`src/rtl/mem_dp_be_pipe.sv`:
```
// One-write/one-read scratch RAM with byte-lane writes, an RD_LAT-deep read
// pipeline, selectable read-during-write result and a post-reset clear sweep.
module mem_dp_be_pipe #(
  parameter int DATA_WIDTH = 32,
  parameter int DEPTH      = 32,
  parameter int ADDR_WIDTH = 5,
  parameter int RD_LAT     = 1,
  parameter int RDW_MODE   = 0
) (
  input  logic                      CLK,
  input  logic                      Rst_n,
  input  logic                      Wr_En,
  input  logic [ADDR_WIDTH-1:0]     Wr_Addr,
  input  logic [DATA_WIDTH-1:0]     Wr_Data,
  input  logic [DATA_WIDTH/8-1:0]   Wr_Be,
  input  logic                      Rd_En,
  input  logic [ADDR_WIDTH-1:0]     Rd_Addr,
  output logic [DATA_WIDTH-1:0]     Data_out,
  output logic                      Valid_out,
  output logic                      Addr_err,
  output logic                      Init_busy
);

  localparam int NB = DATA_WIDTH / 8;
  localparam logic [ADDR_WIDTH:0]   DEPTH_W   = DEPTH[ADDR_WIDTH:0];
  localparam logic [ADDR_WIDTH-1:0] LAST_ADDR = ADDR_WIDTH'(DEPTH - 1);

  typedef enum logic {ST_INIT, ST_RUN} state_t;

  state_t                  state_reg, state_next;
  logic [ADDR_WIDTH-1:0]   init_cnt_reg, init_cnt_next;
  logic                    init_busy, run;
  logic                    wr_in_range, rd_in_range;
  logic                    wr_accept, wr_oor, rd_accept, rd_hit;
  logic [DATA_WIDTH-1:0]   rd_word;
  logic                    s1_valid_reg, s1_err_reg, s1_hit_reg;
  logic [DATA_WIDTH-1:0]   s1_wdata_reg;
  logic [NB-1:0]           s1_wbe_reg;
  logic [DATA_WIDTH-1:0]   s1_word;
  logic                    wr_err_reg;
  logic [DATA_WIDTH-1:0]   out_data;
  logic                    out_valid, out_err;

  always_ff @(posedge CLK or negedge Rst_n) begin
    if (!Rst_n) begin
      state_reg    <= ST_INIT;
      init_cnt_reg <= '0;
    end else begin
      state_reg    <= state_next;
      init_cnt_reg <= init_cnt_next;
    end
  end

  always_comb begin
    state_next    = state_reg;
    init_cnt_next = init_cnt_reg;
    init_busy     = 1'b0;
    run           = 1'b0;
    case (state_reg)
      ST_INIT: begin
        init_busy     = 1'b1;
        init_cnt_next = init_cnt_reg + 1'b1;
        if (init_cnt_reg == LAST_ADDR) begin
          state_next    = ST_RUN;
          init_cnt_next = '0;
        end
      end
      ST_RUN:  run = 1'b1;
      default: state_next = ST_INIT;
    endcase
  end

  // Addresses are widened by one bit so DEPTH == 2**ADDR_WIDTH still compares correctly.
  assign wr_in_range = {1'b0, Wr_Addr} < DEPTH_W;
  assign rd_in_range = {1'b0, Rd_Addr} < DEPTH_W;
  assign wr_accept   = run & Wr_En & wr_in_range;
  assign wr_oor      = run & Wr_En & ~wr_in_range;
  assign rd_accept   = run & Rd_En;
  assign rd_hit      = wr_accept & rd_in_range & (Wr_Addr == Rd_Addr);

  // One RAM per byte lane; the registered read returns the pre-write word.
  genvar gi;
  generate
    for (gi = 0; gi < NB; gi++) begin : g_lane
      logic [7:0] mem_lane [DEPTH];
      logic [7:0] rd_q_reg;

      always_ff @(posedge CLK) begin
        if (init_busy)
          mem_lane[init_cnt_reg] <= '0;
        else if (wr_accept && Wr_Be[gi])
          mem_lane[Wr_Addr] <= Wr_Data[8*gi +: 8];
        if (rd_accept)
          rd_q_reg <= mem_lane[Rd_Addr];
      end

      assign rd_word[8*gi +: 8] = rd_q_reg;
    end
  endgenerate

  always_ff @(posedge CLK or negedge Rst_n) begin
    if (!Rst_n) begin
      s1_valid_reg <= 1'b0;
      s1_err_reg   <= 1'b0;
      s1_hit_reg   <= 1'b0;
      s1_wdata_reg <= '0;
      s1_wbe_reg   <= '0;
      wr_err_reg   <= 1'b0;
    end else begin
      s1_valid_reg <= rd_accept;
      s1_err_reg   <= rd_accept & ~rd_in_range;
      s1_hit_reg   <= rd_accept & rd_hit;
      s1_wdata_reg <= Wr_Data;
      s1_wbe_reg   <= Wr_Be;
      wr_err_reg   <= wr_oor;
    end
  end

  // Forwarding of same-address write bytes happens after the RAM register.
  always_comb begin
    s1_word = '0;
    if (s1_valid_reg && !s1_err_reg) begin
      for (int i = 0; i < NB; i++) begin
        if (RDW_MODE == 1 && s1_hit_reg && s1_wbe_reg[i])
          s1_word[8*i +: 8] = s1_wdata_reg[8*i +: 8];
        else
          s1_word[8*i +: 8] = rd_word[8*i +: 8];
      end
    end
  end

  generate
    if (RD_LAT == 1) begin : g_lat1
      assign out_data  = s1_word;
      assign out_valid = s1_valid_reg;
      assign out_err   = s1_err_reg;
    end else begin : g_pipe
      logic [DATA_WIDTH-1:0] data_reg [RD_LAT-1];
      logic [RD_LAT-2:0]     valid_reg, err_reg;

      always_ff @(posedge CLK or negedge Rst_n) begin
        if (!Rst_n) begin
          for (int i = 0; i < RD_LAT - 1; i++) data_reg[i] <= '0;
          valid_reg <= '0;
          err_reg   <= '0;
        end else begin
          data_reg[0]  <= s1_word;
          valid_reg[0] <= s1_valid_reg;
          err_reg[0]   <= s1_err_reg;
          for (int i = 1; i < RD_LAT - 1; i++) begin
            data_reg[i]  <= data_reg[i-1];
            valid_reg[i] <= valid_reg[i-1];
            err_reg[i]   <= err_reg[i-1];
          end
        end
      end

      assign out_data  = data_reg[RD_LAT-2];
      assign out_valid = valid_reg[RD_LAT-2];
      assign out_err   = err_reg[RD_LAT-2];
    end
  endgenerate

  assign Data_out  = out_data;
  assign Valid_out = out_valid;
  assign Addr_err  = wr_err_reg | (out_valid & out_err);
  assign Init_busy = init_busy;

endmodule

```
`config.mk`:
```
export PLATFORM = sky130hd
export DESIGN_NAME = mem_dp_be_pipe
export DESIGN_NICKNAME = d
export VERILOG_FILES = /design/src/rtl/mem_dp_be_pipe.sv
export SDC_FILE = /design/constraint.sdc
export NUM_CORES = 1
export LEC_CHECK = 0
export ABC_AREA = 1
export BUFFER_PORTS_ARGS = -buffer_cell sky130_fd_sc_hd__buf_4
export CORE_ASPECT_RATIO = 0.9
export CORE_MARGIN = 5
export CORE_UTILIZATION = 55
export DETAILED_ROUTE_END_ITERATION = 10
export PLACE_DENSITY = 0.71
export SLEW_MARGIN = 25
export SYNTH_ARGS = -nofsm -noshare
export SYNTH_HDL_FRONTEND = slang
export SYNTH_SLANG_ARGS = --single-unit
```
`constraint.sdc`:
```
create_clock -name CLK -period 2.02 [get_ports CLK]
set_clock_uncertainty 0.05 [all_clocks]
set_input_delay 0.101 -clock CLK [delete_from_list [all_inputs] [get_ports CLK]]
set_output_delay 0.101 -clock CLK [all_outputs]
set_load 0.05 [all_outputs]
```
==> metrics, run 1 <==
final worst slack=-111 ps; worst-path cell chain=buf_6 -> nand3_4 -> o21ai_4 -> inv_2 -> nor2_4 -> nand2_4 -> nor2_2 -> buf_6; Distinct cells, synth=25; final hold violations=0; Worst path top cell family by delay=simple AND/OR/NAND/NOR gates; Crit Path Category=flop to flop; CP Max Fanout=8; fin crit period=2130 ps; worst-margin pin slew=593 ps; max-cap violation count=0; largest family of logic cells by synthesized area=simple AND/OR/NAND/NOR gates; footprint of the multi-input gates=11100 um2; register bit total from synthesis=1063; endpoints failing setup=295; CP max stage cell=dfrtp_2; fillers=5735; required time worst endpoint=2350 ps; crit-path max cell delay=500 ps; Total GRT Usage=25.6%; Yosys warning total=0; Hold Crit Depth=3; R2R cell count=8; Syn Area/Cell=11.2 um2; ANT cells=0; gp weighted congestion=0.846; IR drop worst, VDD=0.782 mV; routed wire length=111000 um; vias in the first global route=28700; Async SR Flop Fraction=0.659%; ys flop type=edfxtp_1; Die ar.=85600 um2; DR vias/cell=5.64; port buffer count=83; DRT Pass-1 Iters=5; Die Ht=278 um; Synth Area in Adders=0.0570%; Max Slew Vio Count=0; Initial Util=55.3%; num ports=85; pwr/cell area=896 nW/um2; status=finished with violations; CTS tree=done; CTS root buf=clkbuf_16; Compound-Gate Fraction of Synth Area=0.305%; initial antenna violation count=2; largest net degree at the start of global routing=82; worst r2r src=state_reg; mux contribution to synthesized area=0%; dpl hpwl=67100 um; DRT iter0 DRCs=3496; DR DRC count=0; Final period util=105%; Post-Synth Simple-Gate Area=23.8%; Synthesized Nets=3976; Crit. End Element=flop; P_leak=21.1 nW; worst skew pair latency=670 ps; die width=308 um; type of origin of the critical path=flop; CTS max path bufs=3; RSZ-0062 raised after global routing=yes; Synth Instances=3924; total chip power=0.0467 W; Post-synth EDFFs=1056; Reg-to-Reg End=g_lane[3].mem_lane[19][7]; Hold Crit Class=input pin to flop; Arrival @ worst endpoint=2460 ps; worst rel slew slack=60.4%; Vias=30100; commonest non-fill, non-tap cell in the layout=nand2_1; Worst-path clk slew=60 ps; Post-Synth XOR/XNOR Area=0%; Hold Crit Start=Wr_Data[10]; max FFs per register=1024; clock sink count=1063; sequential area share after synthesis=72.6%; sequential standard cell area=31900 um2; most frequent cells in the layout=nand2_1, edfxtp_1, nand3_1; total clock buffers created by CTS=103; R2R setup slack=-110 ps; Netlist Area Pre-Place=43900 um2; fmax=469 MHz; total core area=79300 um2; area delta synth->final=18.8%; Most Frequent Cell on Critical Path=buf_6; Max H-tree Level=3; nets=4252; WL/cell=20.9 um; total grt overflow=0; layout cells sized above 1=16.0%; Worst Path Buf+Inv=3; failing checks=negative setup slack; first-pass GRT wire length=169000 um; worst hold endpoint=g_lane[1].mem_lane[24][2]; setup TNS=-16710 ps; Antenna Nets Post-Route=0; row count=98
[area by class of cell]
type	count	area share [%]
sequential	1063	61.1
multi-input combinational	2533	21.3
timing repair buffer	396	7.70
clock buffer	123	5.08
tap	1050	2.52
clock inverter	70	1.44
inverter	103	0.787
[where the power goes]
group / switching (W) / total (W) / internal (W)
Clock: 0.00812 / 0.0193 / 0.0112
Sequential: 0.0000197 / 0.0243 / 0.0243
Combinational: 0.00222 / 0.00316 / 0.000942
[worst max path at each step]
stage              start                   endpoint  slack, ps  depth (start not counted)
6_report       state_reg  g_lane[3].mem_lane[19][7]       -110                          8
5_1_grt        state_reg  g_lane[3].mem_lane[21][0]       -170                          8
4_1_cts        state_reg  g_lane[0].mem_lane[28][0]        -30                          8
3_5_place_dp   state_reg  g_lane[0].mem_lane[20][0]       -170                          7
3_3_place_gp   state_reg  g_lane[0].mem_lane[20][3]       -160                          7
2_1_floorplan  state_reg  g_lane[3].mem_lane[31][0]        -30                          9
[cell families (layout without fill, tap and decap cells)]
logic type,after synthesis,after routing
flip-flops,1063,1063
AO/OA/AOI/OAI,25,25
AND/OR/NAND/NOR,2503,2505
buffers and inverters,330,692
adder cells (fa/ha/maj),2,2
other,1,1
[what timing repair did]
item | CTS | global route
endpoints found under the hold margin | 664 | 0
buffers inserted | 0 | 5
pin swaps | 1 | 14
gates cloned | 1 | 1
resized for setup | 29 | 135
setup endpoints to repair | 1073 | 975
hold buffers | 25 | 0
[per-stage QoR]
step                      hold slack (ps)  instances  area, um2  setup WS (ps)  utilization (%)
after global routing                 7.88       5338      52200           -173             65.8
after floorplan                      -245       3924      43900          -29.3                -
after global placement               -122       5113      47900           -156             60.4
after CTS                            16.0       5332      51700          -34.4             65.1
final                                26.5       5338      52200           -111             65.8
after detailed placement             -121       5113      47900           -175             60.4
[routing by layer]
layer	up-vias	share of wire [%]	GRT usage [%]
li1	14100	-	-
met1	14400	41	37.4
met2	1415	47	40.8
met3	219	8.9	4.19
met4	4	2.7	6.98
met5	-	0.024	0
[synth_stat cells (2+ instances only)]
| cell type | instances | share of area (%) |
|---|---|---|
| nand2_1 | 1532 | 13 |
| edfxtp_1 | 1056 | 72 |
| nand3_1 | 780 | 8.9 |
| nor2_1 | 176 | 1.5 |
| buf_2 | 126 | 1.4 |
| inv_1 | 99 | 0.85 |
| clkbuf_1 | 74 | 0.63 |
| buf_1 | 23 | 0.20 |
| o21ai_1 | 12 | 0.14 |
| o21ai_0 | 8 | 0.091 |
| dfrtp_1 | 7 | 0.40 |
| nand3_2 | 7 | 0.16 |
| inv_2 | 4 | 0.034 |
| nor3_1 | 3 | 0.034 |
| a21oi_1 | 2 | 0.023 |
| buf_4 | 2 | 0.034 |
| buf_6 | 2 | 0.051 |
| ha_1 | 2 | 0.057 |
| nor2_2 | 2 | 0.028 |
| o21ai_2 | 2 | 0.040 |
[worst reg2reg max path, cell delays in order (launching register included)]
cell     delay, ps
dfrtp_2        500
buf_6          180
nand3_4        150
o21ai_4        270
inv_2          100
nor2_4         210
nand2_4        120
nor2_2         120
buf_6          140
No activity file was read; power rests on OpenSTA's default activity.
==> inputs of run 2 (changes only) <==
- ABC_AREA: 1 -> 0
- CTS_CLUSTER_DIAMETER: not set -> 40
==> run 2 against run 1 <==
Compared with the run above:
- the run still ends with negative setup slack left
- routed wire length decreased by 6.9%
- hold slack better by 3.2 ps
- flip-flop and latch count unchanged
- non-clock buffer count is 4 higher
- combinational power shrank 13%
- clock-buffer cell count grew 27
- clock power rose by 21%
- critical endpoint is now g_lane[2].mem_lane[18][6]
==> metrics, run 2 <==
DRT Pass-1 Iters=6; status=finished with violations; setup TNS=-73.2 ps; Async SR Flop Fraction=0.659%; most frequent cells in the layout=edfxtp_1, mux2i_1, buf_4; fmax=493 MHz; Hold Crit Class=input pin to flop; commonest non-fill, non-tap cell in the layout=edfxtp_1; register bit total from synthesis=1063; Final period util=100%; CTS max path bufs=3; nets=3011; Yosys warning total=0; max-cap violation count=0; Die ar.=82900 um2; Max H-tree Level=4; vias in the first global route=24800; type of origin of the critical path=flop; Worst-path clk slew=60 ps; gp weighted congestion=0.888; Final Core Density=67.3%; P_leak=20.5 nW; CTS root buf=clkbuf_16; num ports=85; Yosys top cell by area=edfxtp_1; synth top area cells=edfxtp_1, mux2i_1, a22oi_1; endpoints failing setup=8; pwr/cell area=981 nW/um2; RSZ-0062 raised after global routing=yes; port buffer count=83; Antenna Nets Post-Route=0; clock sink count=1063; Distinct cells, synth=32; initial antenna violation count=1; Worst setup startpoint=state_reg; max FFs per register=1024; Layout Cells excl Fill=4092; area delta synth->final=21.0%; IR drop worst, VDD=0.828 mV; Synth top area share=74.6%; total clock buffers created by CTS=131; Max Slew Vio Count=0; Hold Crit Start=Wr_Data[9]; most instantiated cells after synthesis=edfxtp_1, mux2i_1, nand2_1; Synth Instances=2572; Arrival @ worst endpoint=2330 ps; worst r2r src=state_reg; CP Max Fanout=15; total core area=76400 um2; Total GRT Usage=25.0%; Die Ht=274 um; worst skew pair latency=700 ps; DR DRC count=0; Synthesized Nets=2624; DR vias/cell=5.99; fin crit period=2030 ps; Vias=24500; Crit Path Category=flop to flop; Initial Util=55.6%; row count=96; final worst slack=-9.89 ps; layout cells sized above 1=21.2%; total grt overflow=0; Post-synth EDFFs=1056; count leader, synth=edfxtp_1; Netlist Area Pre-Place=42500 um2; failing checks=negative setup slack; routed wire length=104000 um; largest net degree at the start of global routing=58; Crit. End Element=flop; DRT iter0 DRCs=2800; WL/cell=25.4 um; dpl hpwl=64000 um; first-pass GRT wire length=154000 um; CTS tree=done; placed instance count=3832; sequential area share after synthesis=75.1%; Syn Area/Cell=16.5 um2; final hold violations=0; die width=303 um; ys flop type=edfxtp_1; required time worst endpoint=2320 ps
run 2: power by group:
part	internal, W	switching [W]
logic	0.00101	0.00174
clock network	0.0143	0.00911
registers	0.0243	0.0000184
run 2: area by class of cell:
class                   count  area, um2
diodes                      1       2.50
clock buffers             150       3430
clock inverters            86        992
fillers                  4973      25000
inverters                   1       3.75
multi-input cells        1362       9940
flip-flops and latches   1063      31900
well taps                1029       1290
repair buffers            400       3860
run 2: critical path, stage by stage, from the launching register on:
cell     delay [ps]
dfrtp_2         440
and3_4          190
buf_12          140
mux2_2          280
nand2_1         180
nor2_2          400
run 2: timing repair:
action / in CTS / in global routing
hold buffers: 22 / 0
setup endpoints to repair: 451 / 875
gates resized for setup: 17 / 46
setup buffers: 1 / 0
hold endpoints to repair: 616 / 0
pin swaps: 2 / 1
run 2: worst paths after layout:
check | cells past startpoint | to | slack, ps
max | 5 | g_lane[2].mem_lane[18][6] | -10
min | 3 | g_lane[1].mem_lane[22][1] | 30
max reg2reg | 5 | g_lane[2].mem_lane[18][6] | -10
min reg2reg | 2 | init_cnt_reg[0] | 650
max in group asynchronous | 3 | state_reg | 1220
min in group asynchronous | 3 | init_cnt_reg[4] | 410
run 2: cells by family (layout without fill, tap and decap cells):
family | Yosys count | in the layout | synth area share, %
other | 1 | 2 | 0.00883
DFF | 1063 | 1063 | 75.1
AOI/OAI and AO/OA | 325 | 325 | 5.10
muxes | 520 | 520 | 12.3
buffers and inverters | 147 | 637 | 1.99
adders and majority gates | 2 | 2 | 0.0589
and+or+nand+nor | 514 | 514 | 5.53
run 2: stage by stage:
| stage | total power [W] | hold slack [ps] | worst slack [ps] | cell area (um2) |
|---|---|---|---|---|
| floorplan | 0.0263 | -245 | -65.0 | 42500 |
| global placement | 0.0273 | -128 | -49.1 | 46600 |
| detailed placement | 0.0274 | -126 | -75.5 | 46600 |
| CTS | 0.0507 | 3.94 | -7.78 | 51300 |
| global route | 0.0519 | 31.0 | -73.4 | 51400 |
| finish | 0.0504 | 29.7 | -9.89 | 51400 |
run 2: metal layers:
metal  track usage, %  part of all wire, %  vias up
met5                0                0.013        -
met4             7.46                  2.4        2
met1             35.4                   40    12300
li1                 -                    -    10800
met3             5.29                  9.8      194
met2             39.7                   47     1233
